$ cat src/rtl/hazard_stall_ctrl.sv
// Purpose : pipeline hazard/flush/stall controller for the 5-stage core; HAZARD_FORWARD_EN selects load-use-only hazard detection.
// Latency : freeze/id_bubble/flush/pipe_stall are combinational (0 cycles); mem_timeout and stall_count are registered (1 cycle).
// Backpres: a pending data-memory access holds the whole pipe via pipe_stall; a timeout parks the pipe in ERR until rst.
module hazard_stall_ctrl #(
   parameter int TIMEOUT_CYCLES = 15,
   parameter int CNT_W          = 16
) (
   input  logic             clk,
   input  logic             rst,
   input  logic [3:0]       src1,
   input  logic [3:0]       src2,
   input  logic             two_src,
   input  logic [3:0]       exe_dest,
   input  logic             exe_wb_en,
   input  logic             exe_mem_r_en,
   input  logic [3:0]       mem_dest,
   input  logic             mem_wb_en,
   input  logic             branch_taken,
   input  logic             mem_req,
   input  logic             mem_ready,
   output logic             freeze,
   output logic             id_bubble,
   output logic             flush,
   output logic             pipe_stall,
   output logic             mem_timeout,
   output logic [CNT_W-1:0] stall_count
);

   // wait_cnt never exceeds TIMEOUT_CYCLES-1, so clog2 of the limit is enough.
   localparam int WAIT_W = (TIMEOUT_CYCLES > 2) ? $clog2(TIMEOUT_CYCLES) : 1;
   localparam logic [WAIT_W-1:0] WAIT_LAST = WAIT_W'(TIMEOUT_CYCLES - 1);

   typedef enum logic [1:0] {
      RUN      = 2'd0,
      MEM_WAIT = 2'd1,
      ERR      = 2'd2
   } state_t;

   state_t            state;
   logic [WAIT_W-1:0] wait_cnt;

   logic exe_match;
   logic haz;
   logic mem_busy;

   // Source-versus-EXE destination compare; register 0 is a real register.
   always_comb begin
      exe_match = (src1 == exe_dest) | (two_src & (src2 == exe_dest));
   end

`ifdef HAZARD_FORWARD_EN
   // Forwarding covers ALU results from EXE and everything in MEM; only a load in EXE must wait.
   logic unused_mem_fields;
   assign unused_mem_fields = mem_wb_en ^ (^mem_dest);

   always_comb begin
      haz = exe_mem_r_en & exe_wb_en & exe_match;
   end
`else
   // Without forwarding any pending write to a source register in EXE or MEM blocks ID.
   logic mem_match;
   logic unused_load_flag;
   assign unused_load_flag = exe_mem_r_en;

   always_comb begin
      mem_match = (src1 == mem_dest) | (two_src & (src2 == mem_dest));
      haz       = (exe_wb_en & exe_match) | (mem_wb_en & mem_match);
   end
`endif

   // Memory stall: a request that is not completing now, or a dead memory in ERR.
   always_comb begin
      mem_busy   = mem_req & ~mem_ready;
      pipe_stall = ~rst & (mem_busy | (state == ERR));
   end

   // Priority: a global stall masks everything (EXE is held, so a branch is re-presented);
   // a taken branch beats a hazard so the PC takes the target instead of freezing.
   always_comb begin
      flush     = 1'b0;
      freeze    = 1'b0;
      id_bubble = 1'b0;
      if (!rst && !pipe_stall) begin
         if (branch_taken) begin
            flush = 1'b1;
         end else begin
            freeze    = haz;
            id_bubble = haz;
         end
      end
   end

   // Memory-wait FSM: counts consecutive stalled cycles and latches the sticky timeout.
   always_ff @(posedge clk or posedge rst) begin
      if (rst) begin
         state       <= RUN;
         wait_cnt    <= '0;
         mem_timeout <= 1'b0;
      end else begin
         case (state)
            RUN: begin
               if (mem_busy) begin
                  state    <= MEM_WAIT;
                  wait_cnt <= WAIT_W'(1);
               end
            end
            MEM_WAIT: begin
               // A completed access or a withdrawn request both end the wait.
               if (mem_ready || !mem_req) begin
                  state    <= RUN;
                  wait_cnt <= '0;
               end else if (wait_cnt == WAIT_LAST) begin
                  state       <= ERR;
                  mem_timeout <= 1'b1;
               end else begin
                  wait_cnt <= wait_cnt + WAIT_W'(1);
               end
            end
            ERR: begin
               state <= ERR;
            end
            default: begin
               state    <= RUN;
               wait_cnt <= '0;
            end
         endcase
      end
   end

   // Saturating count of cycles in which the front end or the whole pipe was held.
   always_ff @(posedge clk or posedge rst) begin
      if (rst) begin
         stall_count <= '0;
      end else if ((freeze | pipe_stall) && (stall_count != {CNT_W{1'b1}})) begin
         stall_count <= stall_count + CNT_W'(1);
      end
   end

endmodule

$ cat config.mk
export PLATFORM = sky130hd
export DESIGN_NAME = hazard_stall_ctrl
export DESIGN_NICKNAME = d
export VERILOG_FILES = /design/src/rtl/hazard_stall_ctrl.sv
export SDC_FILE = /design/constraint.sdc
export NUM_CORES = 1
export LEC_CHECK = 0
export CAP_MARGIN = 30
export CORE_MARGIN = 4
export CORE_UTILIZATION = 42
export CTS_CLUSTER_DIAMETER = 60
export DETAILED_ROUTE_END_ITERATION = 12
export PLACE_DENSITY = 0.82
export SETUP_SLACK_MARGIN = 0.02
export SLEW_MARGIN = 20
export SYNTH_ARGS = -nofsm -noshare
export SYNTH_HDL_FRONTEND = slang
export SYNTH_SLANG_ARGS = --single-unit
$ cat constraint.sdc
create_clock -name clk -period 1.8 [get_ports clk]
set_input_delay 0.36 -clock clk [delete_from_list [all_inputs] [get_ports clk]]
set_output_delay 0.36 -clock clk [all_outputs]
set_load 0.1 [all_outputs]
# Yosys cells after proc, flatten, opt, wreduce, memory -nomap -nowiden
# Index checks and enable logic that the tools add are counted.
[op_classes] n_reduce_logical=10 addsub=2 n_eq_ne=11 n_bitwise=15 n_mux=12
[op_table] op="adder 16 x 1 -> 16 bit (second input constant)" count=1
[op_table] op="== test 4 bit" count=4
[op_table] op="inequality test 16 bit (second input constant)" count=1
[op_table] op="2-to-1 mux 4 bit" count=3
[op_table] op="one-hot mux 4 bit (3 select lines)" count=1
[op_table] op="AND 1 bit" count=6
[op_table] op="2-to-1 mux 2 bit" count=3
[op_table] op="inequality test 3 bit (second input constant)" count=2
[op_table] op="one-hot mux 2 bit (3 select lines)" count=1
[op_table] op="AND reduction 3 bit" count=2
[op_table] op="OR 1 bit" count=5
[op_table] op="adder 4 x 1 -> 4 bit (second input constant)" count=1
[op_table] op="== test 4 bit (second input constant)" count=1
[op_table] op="2-to-1 mux 1 bit" count=4
[op_table] op="inverter 1 bit" count=4
[op_table] op="logical NOT 1 bit" count=3
[op_table] op="== test 2 x 1 -> 1 bit (second input constant)" count=1
[op_table] op="== test 2 bit (second input constant)" count=1
[op_table] op="logical AND 1 bit" count=2
[op_table] op="logical NOT 2 bit" count=1
[op_table] op="inequality test 2 bit (second input constant)" count=1
[op_table] op="AND reduction 2 bit" count=1
[op_table] op="logical OR 1 bit" count=1
[word_totals] register_bits=23 inputBits=25 out_inout_bits=21 elab_cells=54

# Depth between registers and ports, before layout
[depth] depth_word=9 ltp_mapped=8 ltp_nobuf=6

# Least setup slack after synthesis
# OpenSTA, ideal clock, no wires.
[synth_timing] path_kind="reg2out" from="register state[0]" to="output flush" path_slack_ns=-1.529 arrival_ns=2.969 path_buffers=1 required_time_ns=1.440 stages_incl_launch_ff=5 cell_sequence="dfrtp_1 > clkbuf_1 > nand2b_1 > nand2_1 > nor3b_1"
[synth_via] elab_chain_len=6
[synth_rtl] element="start: declaration" line_no="39" rtl="state_t state;"
[synth_rtl] element="start signal: assignment" line_no="96" rtl="state <= RUN;"
[synth_rtl] element="start signal: assignment" line_no="103" rtl="state <= MEM_WAIT;"
[synth_rtl] element="start signal: assignment" line_no="110" rtl="state <= RUN;"
[synth_rtl] element="== test 2 bit" line_no="74" rtl="pipe_stall = ~rst & (mem_busy | (state == ERR));"
[synth_rtl] element="OR 1 bit" line_no="74"
[synth_rtl] element="AND 1 bit" line_no="74"
[synth_rtl] element="logical NOT 1 bit" line_no="83" rtl="if (!rst && !pipe_stall) begin"
[synth_rtl] element="logical AND 1 bit" line_no="83"
[synth_rtl] element="2-to-1 mux 1 bit" line_no="83"
[synth_rtl] element="end: declaration" line_no="23" rtl="output logic flush,"
# No other way between the ends.

# Worst setup path in the final report
[layout_timing] from="input src2[2]" to="output id_bubble"
[layout_via] elab_chain_len=7 elab_cells_between_ends=11 classes_between="eq/ne: 2; mux: 2; bitwise: 7"
[layout_rtl] element="start: declaration" line_no="11" rtl="input logic [3:0] src2,"
[layout_rtl] element="== test 4 bit (on tied branches)" line_no="48, 66"
[layout_rtl] element="AND 1 bit (on tied branches)" line_no="48, 66"
[layout_rtl] element="OR 1 bit (on tied branches)" line_no="48, 66"
[layout_rtl] element="AND 1 bit" line_no="67" rtl="haz = (exe_wb_en & exe_match) | (mem_wb_en & mem_match);"
[layout_rtl] element="OR 1 bit *" line_no="67"
[layout_rtl] element="2-to-1 mux 1 bit *" line_no="84" rtl="if (branch_taken) begin"
[layout_rtl] element="2-to-1 mux 1 bit *" line_no="83"
[layout_rtl] element="end: declaration" line_no="22" rtl="output logic id_bubble,"
# Every way passes the cells marked *; elsewhere a longest branch is shown, timed or not.

==> impl_metrics.toml <==
[critical_path]
critPathLaunchType = "input pin"
worstPathArrival_ns = 1.76
critPathMaxFanout = 3
end_kind = "output port"
crit_type = "input pin to output port"
crit_required_ns = 1.44

[sta]
setup_viol = 18
min_period_over_period_pct = 118
hold_viol_final = 0
tightestPinTransition_ns = 0.494
max_slew_margin_pct = 66.9
period_minus_slack_ns = 2.12
tns_ns = -2.21
rsz0062_at_grt = "yes"
hold_slack_ns = 0.463
drv_slew = 0
setup_slack_ns = -0.316
timing.fmax_mhz = 473
clock-skew-final_ns = 0.00586

[cells_and_area]
nets = 247
post_route_cells_drive_above_1_share_pct = 63.8
multi_input_area_um2 = 1170
num-fill-cells = 178
antennaDiodeCount = 0
seqCellArea_um2 = 616
syn_to_final_growth_pct = 88.2

[logic_synthesis]
synth_edf_count = 0
synthDistinctLibCells = 31
netlist_instances = 149
syn_area_um2 = 1470
dominantRegCellSynth = "dfrtp_1"
async_reset_ff_share_pct = 100
yosysSeqAreaShare_pct = 39.1
ys_warn_count = 0
synth.avg_cell_area_um2 = 9.87
syn-num-nets = 177
synth_seq_cells = 23

[global_route]
overflow = 0
grt_first_pass_wirelength_mm = 7.76
track_usage_pct = 23.4
grt_pass1_vias = 1567
antenna_found_initial = 0
grt_max_degree = 24

[routing]
routed_wirelength_mm = 5.38
wire_per_inst_um = 20.4
drc_errors = 0
viasPerCell = 5.56
ant_nets = 0
firstDrtPassIters = 4
first_iter_violations = 81
vias = 1467

[clocking]
clock_latency_ns = 0.34
clockBufferDepth = 2
holdBufCountCts = 0
root_buffer = "clkbuf_4"
cts.sinks = 23
htreeDepth = 1
cts_inserted_buffers = 3
clk_pin_slew_ns = 0.14
cts_tree = "yes"

[floorplan]
initial_core_util_pct = 43.7
rows = 21
dieArea_um2 = 4510
core-area_um2 = 3360
die_h_um = 67.2
chipWidth_um = 67.2
ios = 46

[outcome]
outcome = "finished, violations left"
violations = "negative setup slack"

[pwr]
powerDensity_nw_per_um2 = 1090
peakVddDrop_uv = 1380
leakage_nw = 1.11

[placed_design]
numPortBuffers = 44
preCtsSetupSlack_ns = -0.906
gp_congestion = 0.782
hpwl_mm = 3.26

[run]
maxCapViolCount = 0

[min_path]
hold_class = "input pin to async pin"
==> cell families (layout without fill, tap and decap cells) <==
| group | count (synthesis) | in the layout | synth area share [%] |
|---|---|---|---|
| and+or+nand+nor | 51 | 51 | 18.5 |
| AOI/OAI and AO/OA | 28 | 28 | 16.9 |
| xor gates and xnor gates | 26 | 26 | 15.5 |
| DFF | 23 | 23 | 39.1 |
| buffers and inverters | 14 | 83 | 4.43 |
| muxes | 4 | 4 | 3.06 |
| adders and majority gates | 3 | 3 | 2.55 |
==> cell type report <==
class                           instances  share of cell area, %
Multi-Input combinational cell        112                   42.2
Timing Repair Buffer                   69                   30.7
Sequential cell                        23                   22.3
Tap cell                               46                   2.08
Clock buffer                            4                  0.950
Inverter                               10                   1.85
==> what timing repair did <==
action / in CTS / in global routing
setup buffers: 7 / 3
hold endpoints to repair: 0 / 0
resized for setup: 108 / 36
setup endpoints to repair: 20 / 20
pin swaps: 33 / 23
cloned: 0 / 0
==> path summary, 6_finish.rpt <==
| path | startpoint | end | slack, ns | cells past startpoint |
|---|---|---|---|---|
| setup reg to reg | state[1] | stall_count[14] | -0.15 | 8 |
| setup / recovery | src2[2] | id_bubble | -0.32 | 6 |
| max in group asynchronous | rst | stall_count[1] | 1.08 | 4 |
| hold reg to reg | stall_count[10] | stall_count[10] | 0.54 | 1 |
| min in group clk | stall_count[10] | stall_count[10] | 0.54 | 1 |
| hold / removal | rst | stall_count[0] | 0.46 | 4 |
==> layout by cell type (no fill, tap or decap), types with 3 or more instances in the layout <==
cell | synthesis | final
and3_1 | 5 | 3
nand2_1 | 17 | 14
buf_8 | 0 | 3
clkbuf_4 | 0 | 3
nand3_1 | 11 | 9
o21ai_0 | 3 | 3
o22ai_1 | 4 | 3
nor2_1 | 4 | 3
dfrtp_4 | 0 | 8
buf_2 | 1 | 12
a211oi_2 | 8 | 6
dfrtp_2 | 0 | 8
a211oi_4 | 0 | 6
mux2_4 | 0 | 3
xnor2_2 | 0 | 3
dlygate4sd2_1 | 0 | 4
buf_6 | 1 | 7
xor2_1 | 22 | 13
clkinvlp_4 | 0 | 3
inv_1 | 10 | 4
dfrtp_1 | 23 | 7
xor2_2 | 0 | 9
buf_4 | 1 | 16
buf_12 | 0 | 24
==> cells in the mapped netlist, drive strengths merged, types with 4 or more instances <==
library cell  instances  share of area (%)
inv                  10                2.6
and3                  5                2.1
a21oi                 5                1.7
mux2                  4                3.1
xor2                 22                 13
nand2                17                4.3
o22ai                 4                1.7
a211oi               12                8.9
nand3                11                3.7
nor2                  5                1.8
dfrtp                23                 39
nand2b                4                1.7
xnor2                 4                2.4
==> where the power goes <==
part / internal [mW] / switching, mW
registers: 0.689 / 0.170
logic: 0.711 / 1.18
clock network: 0.0873 / 0.179
total: 1.49 / 1.52
==> stage by stage <==
step	std cells	power (mW)	instance area [um^2]	util, %
final	264	3.01	2770	82.3
after global routing	264	3.12	2770	82.3
after CTS	262	2.96	2630	78.1
after detailed placement	251	2.65	2370	70.4
after global placement	251	2.59	2370	70.4
after floorplan	149	1.88	1590	-
==> per-layer routing <==
layer	vias to the layer above	GRT usage (%)	wire [um]	part of all wire, %
met5	-	0	0	0
met2	66	43.3	2890	54
li1	654	-	-	-
met4	0	13.7	293	5.5
met3	24	4.83	300	5.6
met1	723	24.1	1900	35
==> registers in the layout (all words and copies together), names as in the netlist <==
| signal | count |
|---|---|
| state | 2 |
| stall_count | 16 |
| wait_cnt | 4 |
| mem_timeout | 1 |
==> worst max-delay path, cell delays in order <==
cell and delay [ns]:
buf_8 0.11, o211ai_1 0.28, nor4b_4 0.09, o41ai_4 0.47, clkinvlp_4 0.25, buf_12 0.21
Power figures use the tool's default switching activity.
